--- config.mk ---
export PLATFORM = sky130hd
export DESIGN_NAME = uart_rx
export DESIGN_NICKNAME = d
export VERILOG_FILES = /design/src/rtl/uart_rx.sv
export SDC_FILE = /design/constraint.sdc
export NUM_CORES = 1
export LEC_CHECK = 0
export CORE_AREA = 2 2 67 69
export CTS_BUF_LIST = sky130_fd_sc_hd__clkbuf_8
export CTS_CLUSTER_DIAMETER = 150
export CTS_CLUSTER_SIZE = 24
export DETAILED_ROUTE_END_ITERATION = 16
export DIE_AREA = 0 0 69 71
export GPL_TIMING_DRIVEN = 0
export PLACE_DENSITY_LB_ADDON = 0.08
export SLEW_MARGIN = 20
export SYNTH_ARGS = -nofsm -noshare
export SYNTH_HDL_FRONTEND = slang
export SYNTH_SLANG_ARGS = --single-unit
export TNS_END_PERCENT = 10
--- constraint.sdc ---
create_clock -name CLK -period 4.4 [get_ports CLK]
set_clock_uncertainty 0.2 [all_clocks]
set_input_delay 0.88 -clock CLK [delete_from_list [all_inputs] [get_ports CLK]]
set_output_delay 0.88 -clock CLK [all_outputs]
set_load 0.03 [all_outputs]
--- src/rtl/uart_rx.sv ---
// UART receiver: start bit, DATA_WIDTH data bits LSB first, optional parity, one stop bit.
// Each bit is oversampled PRESCALE times and decided by a 3-sample majority vote around mid-bit.
module uart_rx #(
    parameter int DATA_WIDTH     = 8,
    parameter int PRESCALE_WIDTH = 6
) (
    input  logic                      CLK,
    input  logic                      RST,
    input  logic                      RX_IN,
    input  logic [PRESCALE_WIDTH-1:0] PRESCALE,
    input  logic                      PAR_EN,
    input  logic                      PAR_TYP,
    output logic [DATA_WIDTH-1:0]     P_DATA,
    output logic                      DATA_VALID,
    output logic                      PAR_ERR,
    output logic                      STP_ERR
);

    localparam int PW = PRESCALE_WIDTH;
    localparam int BW = (DATA_WIDTH > 1) ? $clog2(DATA_WIDTH) : 1;

    typedef enum logic [2:0] {
        IDLE,
        START,
        DATA,
        PARITY,
        STOP
    } state_t;

    state_t                state_reg, state_next;
    logic [PW-1:0]         edge_cnt_reg, edge_cnt_next;
    logic [BW-1:0]         bit_cnt_reg, bit_cnt_next;
    logic [DATA_WIDTH-1:0] data_reg;
    logic                  samp0_reg, samp1_reg, bit_val_reg;
    logic                  par_en_reg, par_typ_reg, par_fail_reg;

    logic [PW-1:0] last_edge, mid_edge, lo_edge, hi_edge;
    logic          bit_end, at_lo, at_mid, at_hi, maj;
    logic          frame_start, frame_end, par_check, data_wr, frame_ok;

    assign last_edge = PRESCALE - PW'(1);
    assign mid_edge  = PRESCALE >> 1;
    assign lo_edge   = mid_edge - PW'(1);
    assign hi_edge   = mid_edge + PW'(1);

    // ">=" rather than "==" so an out-of-range count still wraps and the FSM cannot stall.
    assign bit_end = (edge_cnt_reg >= last_edge);
    assign at_lo   = (edge_cnt_reg == lo_edge);
    assign at_mid  = (edge_cnt_reg == mid_edge);
    assign at_hi   = (edge_cnt_reg == hi_edge);

    // Third vote is the live line value at the last sample point.
    assign maj = (samp0_reg & samp1_reg) | (samp0_reg & RX_IN) | (samp1_reg & RX_IN);

    assign data_wr  = (state_reg == DATA) && at_hi;
    assign frame_ok = !par_fail_reg && bit_val_reg;

    always_comb begin
        state_next    = state_reg;
        edge_cnt_next = edge_cnt_reg + PW'(1);
        bit_cnt_next  = bit_cnt_reg;
        frame_start   = 1'b0;
        frame_end     = 1'b0;
        par_check     = 1'b0;
        case (state_reg)
            IDLE: begin
                edge_cnt_next = '0;
                bit_cnt_next  = '0;
                if (!RX_IN) begin
                    state_next    = START;
                    edge_cnt_next = PW'(1);
                    frame_start   = 1'b1;
                end
            end
            START: begin
                if (bit_end) begin
                    edge_cnt_next = '0;
                    bit_cnt_next  = '0;
                    state_next    = bit_val_reg ? IDLE : DATA;
                end
            end
            DATA: begin
                if (bit_end) begin
                    edge_cnt_next = '0;
                    if (bit_cnt_reg == BW'(DATA_WIDTH - 1)) begin
                        bit_cnt_next = '0;
                        state_next   = par_en_reg ? PARITY : STOP;
                    end else begin
                        bit_cnt_next = bit_cnt_reg + BW'(1);
                    end
                end
            end
            PARITY: begin
                if (bit_end) begin
                    edge_cnt_next = '0;
                    par_check     = 1'b1;
                    state_next    = STOP;
                end
            end
            STOP: begin
                if (bit_end) begin
                    edge_cnt_next = '0;
                    frame_end     = 1'b1;
                    state_next    = IDLE;
                end
            end
            default: begin
                edge_cnt_next = '0;
                bit_cnt_next  = '0;
                state_next    = IDLE;
            end
        endcase
    end

    always_ff @(posedge CLK) begin
        if (RST) begin
            state_reg    <= IDLE;
            edge_cnt_reg <= '0;
            bit_cnt_reg  <= '0;
            samp0_reg    <= 1'b0;
            samp1_reg    <= 1'b0;
            bit_val_reg  <= 1'b0;
            par_en_reg   <= 1'b0;
            par_typ_reg  <= 1'b0;
            par_fail_reg <= 1'b0;
            P_DATA       <= '0;
            DATA_VALID   <= 1'b0;
            PAR_ERR      <= 1'b0;
            STP_ERR      <= 1'b0;
        end else begin
            state_reg    <= state_next;
            edge_cnt_reg <= edge_cnt_next;
            bit_cnt_reg  <= bit_cnt_next;

            if (frame_start) begin
                par_en_reg   <= PAR_EN;
                par_typ_reg  <= PAR_TYP;
                par_fail_reg <= 1'b0;
            end

            if (state_reg != IDLE) begin
                if (at_lo)  samp0_reg   <= RX_IN;
                if (at_mid) samp1_reg   <= RX_IN;
                if (at_hi)  bit_val_reg <= maj;
            end

            // Even parity expects XOR of the data; odd parity expects its inverse.
            if (par_check)
                par_fail_reg <= (bit_val_reg != ((^data_reg) ^ par_typ_reg));

            DATA_VALID <= frame_end && frame_ok;
            PAR_ERR    <= frame_end && par_fail_reg;
            STP_ERR    <= frame_end && !bit_val_reg;
            if (frame_end && frame_ok)
                P_DATA <= data_reg;
        end
    end

    for (genvar gi = 0; gi < DATA_WIDTH; gi++) begin : g_data
        always_ff @(posedge CLK) begin
            if (RST)
                data_reg[gi] <= 1'b0;
            else if (data_wr && (bit_cnt_reg == BW'(gi)))
                data_reg[gi] <= maj;
        end
    end

endmodule

==> results_dict.tcl, run 1 <==
set metrics [dict create \
    grt_first_pass_wirelength_um 8210 \
    post-route-period-util_pct 90.5 \
    drive_gt1_share_pct 9.93 \
    final-setup-viol-count 0 \
    clock.fmax_mhz 251 \
    finalWorstSetupSlack_ns 0.417 \
    worst_pin_slew_ns 0.467 \
    rsz0062_at_grt "no" \
    synth_top_family_by_area "simple AND/OR/NAND/NOR gates" \
    ioPinCount 22 \
    worst-setup-path-type "input port to register" \
    startpoint "PRESCALE[1]" \
    dieHeight_um 71 \
    cts_buffers 5 \
    antenna_left 0 \
    cts_sinks 37 \
    routabilityCongestion 0.838 \
    yosys_most_used_dff "dfxtp_1" \
    overflow 0 \
    endpoint_kind "register" \
    start_kind "input port" \
    grt_antenna_before_repair 0 \
    outcome "finished clean" \
    synth_mux_area_share_pct 9.34 \
    min_path_type "register to register" \
    insertion_delay_ns 0.29 \
    final_cell_mix "dfxtp_1, nand2b_1, mux2i_1" \
    met1_length_um 2200 \
    syn_area_per_cell_um2 9.03 \
    synth_top_cell_by_area "dfxtp_1" \
    ctsHtreeMaxLevel 2 \
    synth_top_area_share_pct 31.1 \
    io_buffers 19 \
    synth_simple_gate_area_share_pct 23.8 \
    powerDensity_mw_per_mm2 249 \
    synthArstFlopShare_pct 0 \
    first_pass_iters 4 \
    synth_seq_cells 37 \
    grt_pass1_vias 1734 \
    drt-initial-drc-count 66 \
    hold_viol_final 0 \
    finalCriticalPeriod_ns 3.98 \
    nets 319 \
    required_ns 4.40 \
    fp.dieW_um 69 \
    synthXorXnorAreaFrac_pct 11.9 \
    drv_slew 0 \
    ys_top_cells_by_area "dfxtp_1, ha_1, mux2i_1, xnor2_1, nand2b_1" \
    routed_wl_um 4770 \
    grt_max_degree 12 \
    post-cts-setup-buffers 0 \
    synth_fa_ha_area_share_pct 8.92 \
    met2RoutedLength_um 2300 \
    postCtsResizedCells 0 \
    place_ws_ns -0.0486 \
    netlist_instances 264 \
    die-area_mm2 0.00490 \
    routedWlPerCell_um 13.9 \
    synth_cell_types 47 \
    viasPerCell 5.45 \
    synth-compound-area-share_pct 9.66 \
    area_growth_pct 15.0 \
    rr_startpoint "edge_cnt_reg[3]" \
    core_mm2 0.00420 \
    relSlewSlack_pct 68.9 \
    maxCapViolCount 0 \
    grt_use_total_pct 20.9 \
    final_common_cell "dfxtp_1" \
    start_util_pct 56.7 \
    vdd_ir_drop_max_uv 199 \
    synth_edf_count 0 \
    fin_util_pct 65.2 \
    vias 1875 \
    max-clock-path-buffers 2 \
    crit_arrival_ns 3.98 \
    clkTransAtPathRegs_ns 0.07 \
    netlist_area_mm2 0.00238 \
    ys_warn_count 0 \
    top_layer_used "met4" \
    dpl.hpwl_um 3530 \
    cts_hold_buffers 0 \
    cts_root_buf "clkbuf_8" \
    syn_nets 292 \
    leakage_nw 1.06 \
    hp-start "P_DATA[1]" \
    seq_area_frac_synth_pct 31.1 \
    dr_wl_met3_um 180 \
    rows 24 \
    remaining_drc_errors 0 \
    diodes 0 \
    cts_tree "done" \
    worstPathMaxFanout 6 \
]
-- per-stage QoR --
step | instances | hold WS [ns] | power (mW) | TNS [ns] | area [µm²]
global placement | 335 | 0.260 | 0.466 | 0 | 2640
floorplan | 264 | 0.237 | 0.438 | 0 | 2380
detailed placement | 335 | 0.263 | 0.467 | -0.255 | 2640
global route | 344 | 0.294 | 0.719 | 0 | 2740
finish | 344 | 0.272 | 0.682 | 0 | 2740
CTS | 343 | 0.278 | 0.689 | 0 | 2720
-- Yosys cell counts (3+ instances only) --
cell and instances:
mux2i_1 20, inv_1 11, dfxtp_1 37, nor2_1 19, clkbuf_1 4, ha_1 17, nand3_1 7, xnor2_1 18
buf_6 3, nor2b_1 7, nor3_1 8, or3_1 3, o211ai_1 6, xor2_1 10, nand4_1 8, nand2b_1 20
nand2_1 14, buf_2 7, a21oi_1 6, and3_1 3, o21ai_0 6
-- metal layers --
| layer | global-route usage (%) | up-vias |
|---|---|---|
| met5 | 0 | - |
| met2 | 35.1 | 34 |
| met1 | 26.5 | 865 |
| li1 | - | 968 |
| met4 | 8.50 | 0 |
| met3 | 4.13 | 8 |
-- power by group --
group / leakage [nW] / internal (mW) / switching [mW]
registers: 0.299 / 0.340 / 0.00486
clock network: 0.0491 / 0.107 / 0.114
logic: 0.713 / 0.0508 / 0.0643
-- cell families after synthesis --
family | after synthesis
fa+ha+maj | 17
buf+inv | 25
xor+xnor | 30
compound gates | 33
simple gates | 100
mux | 22
flops | 37
-- final timing paths --
check,to,slack [ns],cells after the start
max,edge_cnt_reg[0],0.42,13
min,P_DATA[1],0.27,2
max reg2reg,edge_cnt_reg[0],1.98,7
min reg2reg,P_DATA[1],0.27,2
-- critical path, cell delays in order --
cell and delay (ns):
clkdlybuf4s50_1 0.55, inv_1 0.17, ha_1 0.27, a21boi_0 0.32
nand2_1 0.11, xor2_1 0.19, ha_1 0.28, o21a_1 0.12
a21oi_1 0.18, o21ai_1 0.20, or3_1 0.39, clkbuf_1 0.18
o32ai_1 0.15
-- cell type report --
class | count | area, µm²
Buffer | 14 | 83.8
Multi-Input combinational cell | 202 | 1520
Sequential cell | 37 | 741
Tap cell | 52 | 65.1
Fill cell | 356 | 1460
Clock buffer | 5 | 68.8
Timing Repair Buffer | 20 | 210
Inverter | 11 | 41.3
Clock inverter | 3 | 13.8
Power figures use the tool's default switching activity.
==> inputs of run 2 (changes only) <==
--- a/config.mk
+++ b/config.mk
@@ -5,12 +5,14 @@
 export SDC_FILE = /design/constraint.sdc
 export NUM_CORES = 1
 export LEC_CHECK = 0
-export CORE_AREA = 2 2 67 69
+export CELL_PAD_IN_SITES_DETAIL_PLACEMENT = 0
+export CELL_PAD_IN_SITES_GLOBAL_PLACEMENT = 2
+export CORE_AREA = 2 2 84 86
 export CTS_BUF_LIST = sky130_fd_sc_hd__clkbuf_8
-export CTS_CLUSTER_DIAMETER = 150
+export CTS_CLUSTER_DIAMETER = 120
 export CTS_CLUSTER_SIZE = 24
 export DETAILED_ROUTE_END_ITERATION = 16
-export DIE_AREA = 0 0 69 71
+export DIE_AREA = 0 0 86 88
 export GPL_TIMING_DRIVEN = 0
 export PLACE_DENSITY_LB_ADDON = 0.08
 export SLEW_MARGIN = 20
==> results_dict.tcl, run 2 (synthesized netlist as in run 1, its figures left out) <==
set metrics [dict create \
    outcome "finished clean" \
    worst_pin_slew_ns 0.507 \
    drive_gt1_share_pct 9.25 \
    relSlewSlack_pct 66.2 \
    ioPinCount 22 \
    pwr-share-clk_pct 32.1 \
    rows 30 \
    core_mm2 0.00664 \
    routedWlPerCell_um 14.0 \
    grt_use_total_pct 15.8 \
    fin_setup_tns_ns 0 \
    vias 1844 \
    fin_util_pct 41.8 \
    post-route-period-util_pct 90.5 \
    nets 319 \
    met2RoutedLength_um 2210 \
    cts_tree "done" \
    switching_share_pct 27.0 \
    grt_pass1_vias 1809 \
    rsz0062_at_grt "no" \
    min_path_type "register to register" \
    ctsHtreeMaxLevel 2 \
    final_common_cell "dfxtp_1" \
    top_layer_used "met4" \
    worst-path-buf-inv 3 \
    grt_max_degree 11 \
    final.fill_count 662 \
    powerDensity_mw_per_mm2 245 \
    dr_wl_met3_um 114 \
    fin_area_mm2 0.00277 \
    hold_viol_final 0 \
    clock.fmax_mhz 251 \
    antenna_left 0 \
    cts_sinks 37 \
    leakage_nw 1.06 \
    cp_slowest_cell "clkdlybuf4s50_1" \
    dpl.hpwl_um 3920 \
    start_kind "input port" \
    vdd_ir_drop_max_uv 163 \
    io_buffers 19 \
    drt-initial-drc-count 77 \
    power_switching_mw 0.184 \
    grt_first_pass_wirelength_um 9360 \
    endpoint_kind "register" \
    comb_power_share_pct 17.1 \
    drv_slew 0 \
    diodes 0 \
    crit_arrival_ns 3.97 \
    met1_length_um 2840 \
    maxCapViolCount 0 \
    insertion_delay_ns 0.28 \
    clkTransAtPathRegs_ns 0.07 \
    cts_buffers 5 \
    cpPeakStageDelay_ns 0.56 \
    max-clock-path-buffers 2 \
    regArea_um2 741 \
    placed_area_mm2 0.00267 \
    worst-setup-path-type "input port to register" \
    die-area_mm2 0.00757 \
    grt_antenna_before_repair 0 \
    final-setup-viol-count 0 \
    crit_chain "clkdlybuf4s50_1 -> inv_1 -> ha_1 -> a21boi_0 -> xnor2_1 -> ha_1 -> a211o_1 -> a21oi_1 -> o21ai_1 -> or3_1 -> clkbuf_1 -> o32ai_1" \
    cts_root_buf "clkbuf_8" \
    area_growth_pct 16.4 \
    p_int_mw 0.497 \
    fp.dieW_um 86 \
    crit_family "compound AO/OA/AOI/OAI gates" \
    first_pass_iters 4 \
    crit_top_cell "ha_1" \
    remaining_drc_errors 0 \
    routabilityCongestion 0.774 \
    required_ns 4.39 \
    overflow 0 \
    final_cell_mix "dfxtp_1, nand2b_1, mux2i_1" \
    whs_ns 0.272 \
    worstPathMaxFanout 6 \
    start_util_pct 35.9 \
    finalCriticalPeriod_ns 3.98 \
    viasPerCell 4.96 \
    multiInputGateArea_mm2 0.00152 \
    routed_wl_um 5200 \
    dieHeight_um 88 \
    pwr-share-seq_pct 50.8 \
]
[run 2: cell count changes in the layout (fill, tap and decap cells not counted)]
cell / before / now
inv_1: 12 / 14
clkinv_2: 2 / 0
[run 2: repair_timing]
action,4_1_cts,5_1_grt
gates resized for setup,0,0
hold buffers,0,0
setup buffers,0,1
endpoints found under the setup margin,0,8
[run 2: power groups by stage]
stage                     logic (mW)  clock network [mW]  registers, mW
after floorplan               0.0866                   0          0.351
after global placement         0.119                   0          0.354
after detailed placement       0.118                   0          0.354
after CTS                      0.118               0.231          0.346
after global routing           0.134               0.241          0.347
final                          0.116               0.219          0.346
[run 2: metal layers]
| layer | GRT usage, % | vias up |
|---|---|---|
| met1 | 24.1 | 843 |
| li1 | - | 981 |
| met3 | 2.92 | 2 |
| met4 | 3.46 | 0 |
| met2 | 23.0 | 18 |
| met5 | 0 | - |
[run 2: final timing paths]
check                   from              end  slack, ns  cells after the start
max reg2reg  edge_cnt_reg[3]  edge_cnt_reg[0]       1.98                      7
min reg2reg        P_DATA[3]        P_DATA[3]       0.27                      2
max              PRESCALE[1]  edge_cnt_reg[0]       0.42                     12
min                P_DATA[3]        P_DATA[3]       0.27                      2
[run 2: worst reg2reg max path, stage by stage (launching register included)]
cell and delay (ns):
dfxtp_1 0.49, ha_1 0.30, a211o_1 0.26, a21oi_1 0.18, o21ai_1 0.20, or3_1 0.38
clkbuf_1 0.17, o32ai_1 0.14
[run 2: stage by stage]
stage          cells  total power [mW]  worst slack [ns]
2_1_floorplan    264             0.438             0.875
6_report         372             0.681             0.418
4_1_cts          371             0.695             0.217
3_5_place_dp     363             0.472           -0.0812
3_3_place_gp     363             0.473            -0.173
5_1_grt          372             0.721            0.0927
[run 2: area by class of cell]
cell class                 count  area share, %
buffer                        14           3.02
clock buffer                   5           2.48
clock inverter                 3          0.406
inverter                      11           1.49
multi-input combinational    202           54.7
sequential                    37           26.7
tap                           80           3.61
timing repair buffer          20           7.58
==> inputs of run 3 (changes only) <==
==> constraint.sdc (replaced) <==
create_clock -name CLK -period 3.9 [get_ports CLK]
set_clock_uncertainty 0.2 [all_clocks]
set_input_delay 0.78 -clock CLK [delete_from_list [all_inputs] [get_ports CLK]]
set_output_delay 0.78 -clock CLK [all_outputs]
set_load 0.03 [all_outputs]
==> results_dict.tcl, run 3 (synthesized netlist as in run 1, its figures left out) <==
set metrics [dict create \
    outcome "finished clean" \
    hold_viol_final 0 \
    final_cell_mix "dfxtp_1, nand2b_1, mux2i_1" \
    viasPerCell 4.95 \
    endpoint_kind "register" \
    post-route-period-util_pct 93.2 \
    ctsHtreeMaxLevel 2 \
    vdd_ir_drop_max_uv 183 \
    io_buffers 19 \
    ioPinCount 22 \
    crit_family "compound AO/OA/AOI/OAI gates" \
    pwr-share-clk_pct 32.2 \
    switching_share_pct 27.2 \
    cts_sinks 37 \
    drt-initial-drc-count 86 \
    p_int_mw 0.561 \
    routedWlPerCell_um 14.1 \
    multiInputGateArea_mm2 0.00153 \
    r2r_cells 7 \
    grt_first_pass_wirelength_um 9380 \
    insertion_delay_ns 0.28 \
    clkTransAtPathRegs_ns 0.07 \
    worst_pin_slew_ns 0.503 \
    leakage_nw 1.08 \
    start_kind "input port" \
    fin_util_pct 42.0 \
    hold_depth 2 \
    dpl.hpwl_um 3920 \
    powerDensity_mw_per_mm2 276 \
    crit_chain "clkdlybuf4s50_1 -> clkbuf_4 -> inv_1 -> ha_2 -> a21boi_2 -> xnor2_1 -> ha_1 -> a211o_1 -> a21oi_1 -> o21ai_2 -> or3_1 -> clkbuf_1 -> o32ai_1" \
    max-clock-path-buffers 2 \
    routed_wl_um 5250 \
    worstPathMaxFanout 7 \
    area_growth_pct 17.0 \
    overflow 0 \
    drive_gt1_share_pct 10.3 \
    comb_power_share_pct 17.2 \
    regArea_um2 741 \
    grt_max_degree 11 \
    place_ws_ns -0.481 \
    start_util_pct 35.9 \
    cts_buffers 5 \
    rows 30 \
    fp.dieW_um 86 \
    cts_root_buf "clkbuf_8" \
    final.fill_count 664 \
    grt_antenna_before_repair 0 \
    required_ns 3.89 \
    cts_tree "done" \
    maxCapViolCount 0 \
    cp_slowest_cell "clkdlybuf4s50_1" \
    dieHeight_um 88 \
    final-setup-viol-count 0 \
    nets 319 \
    worst-path-buf-inv 4 \
    grt_pass1_vias 1816 \
    rsz0062_at_grt "no" \
    cpPeakStageDelay_ns 0.48 \
    grt_use_total_pct 15.9 \
    fin_area_mm2 0.00279 \
    vias 1841 \
    placed_area_mm2 0.00267 \
    crit_cells 13 \
    worst-setup-path-type "input port to register" \
    antenna_left 0 \
    relSlewSlack_pct 66.5 \
    pwr-share-seq_pct 50.6 \
    min_path_type "register to register" \
    routabilityCongestion 0.774 \
    final_cells 372 \
    finalWorstSetupSlack_ns 0.264 \
    remaining_drc_errors 0 \
    power_switching_mw 0.209 \
    clock.fmax_mhz 275 \
    drv_slew 0 \
    finalCriticalPeriod_ns 3.64 \
    core_mm2 0.00664 \
    crit_arrival_ns 3.62 \
    dp_cells 363 \
    fin_setup_tns_ns 0 \
    die-area_mm2 0.00757 \
    final_common_cell "dfxtp_1" \
    total_power_mw 0.770 \
    first_pass_iters 4 \
    diodes 0 \
    whs_ns 0.273 \
]
==> run 3: area by class of cell <==
type / instances / area share (%)
flip-flops and latches: 37 / 26.6
plain buffers: 14 / 3.10
clock buffers: 5 / 2.47
inverters: 11 / 1.48
clock inverters: 3 / 0.404
multi-input cells: 202 / 54.8
repair buffers: 20 / 7.63
well taps: 80 / 3.59
==> run 3: power by group through the flow <==
stage                     registers (mW)  logic, mW  clock network (mW)
after floorplan                    0.396     0.0976                   0
after global placement             0.399      0.134                   0
after detailed placement           0.399      0.133                   0
after CTS                          0.390      0.133               0.261
after global routing               0.391      0.153               0.272
final                              0.390      0.133               0.248
==> run 3: repair_timing <==
item,in CTS,in global routing
pin swaps,1,0
gates cloned,0,0
buffers inserted,1,0
setup endpoints to repair,9,17
hold buffers,0,0
gates resized for setup,1,5
==> run 3: path summary, 6_finish.rpt <==
check                        from         endpoint  slack, ns
hold reg to reg         P_DATA[3]        P_DATA[3]       0.27
setup / recovery      PRESCALE[2]  edge_cnt_reg[0]       0.26
hold / removal          P_DATA[3]        P_DATA[3]       0.27
setup reg to reg  edge_cnt_reg[3]  edge_cnt_reg[0]       1.53
==> run 3: worst min-delay path, delay by kind of cell, from the launching register on <==
kind | cells | cell delay, ns
and+or+nand+nor | 1 | 0.06
DFF | 1 | 0.31
muxes | 1 | 0.06
==> run 3: routing by layer <==
layer  track usage (%)  wire length, µm
met1              24.0             2870
met4              3.46               33
met3              2.92              126
met2              23.3             2220
met5                 0                0
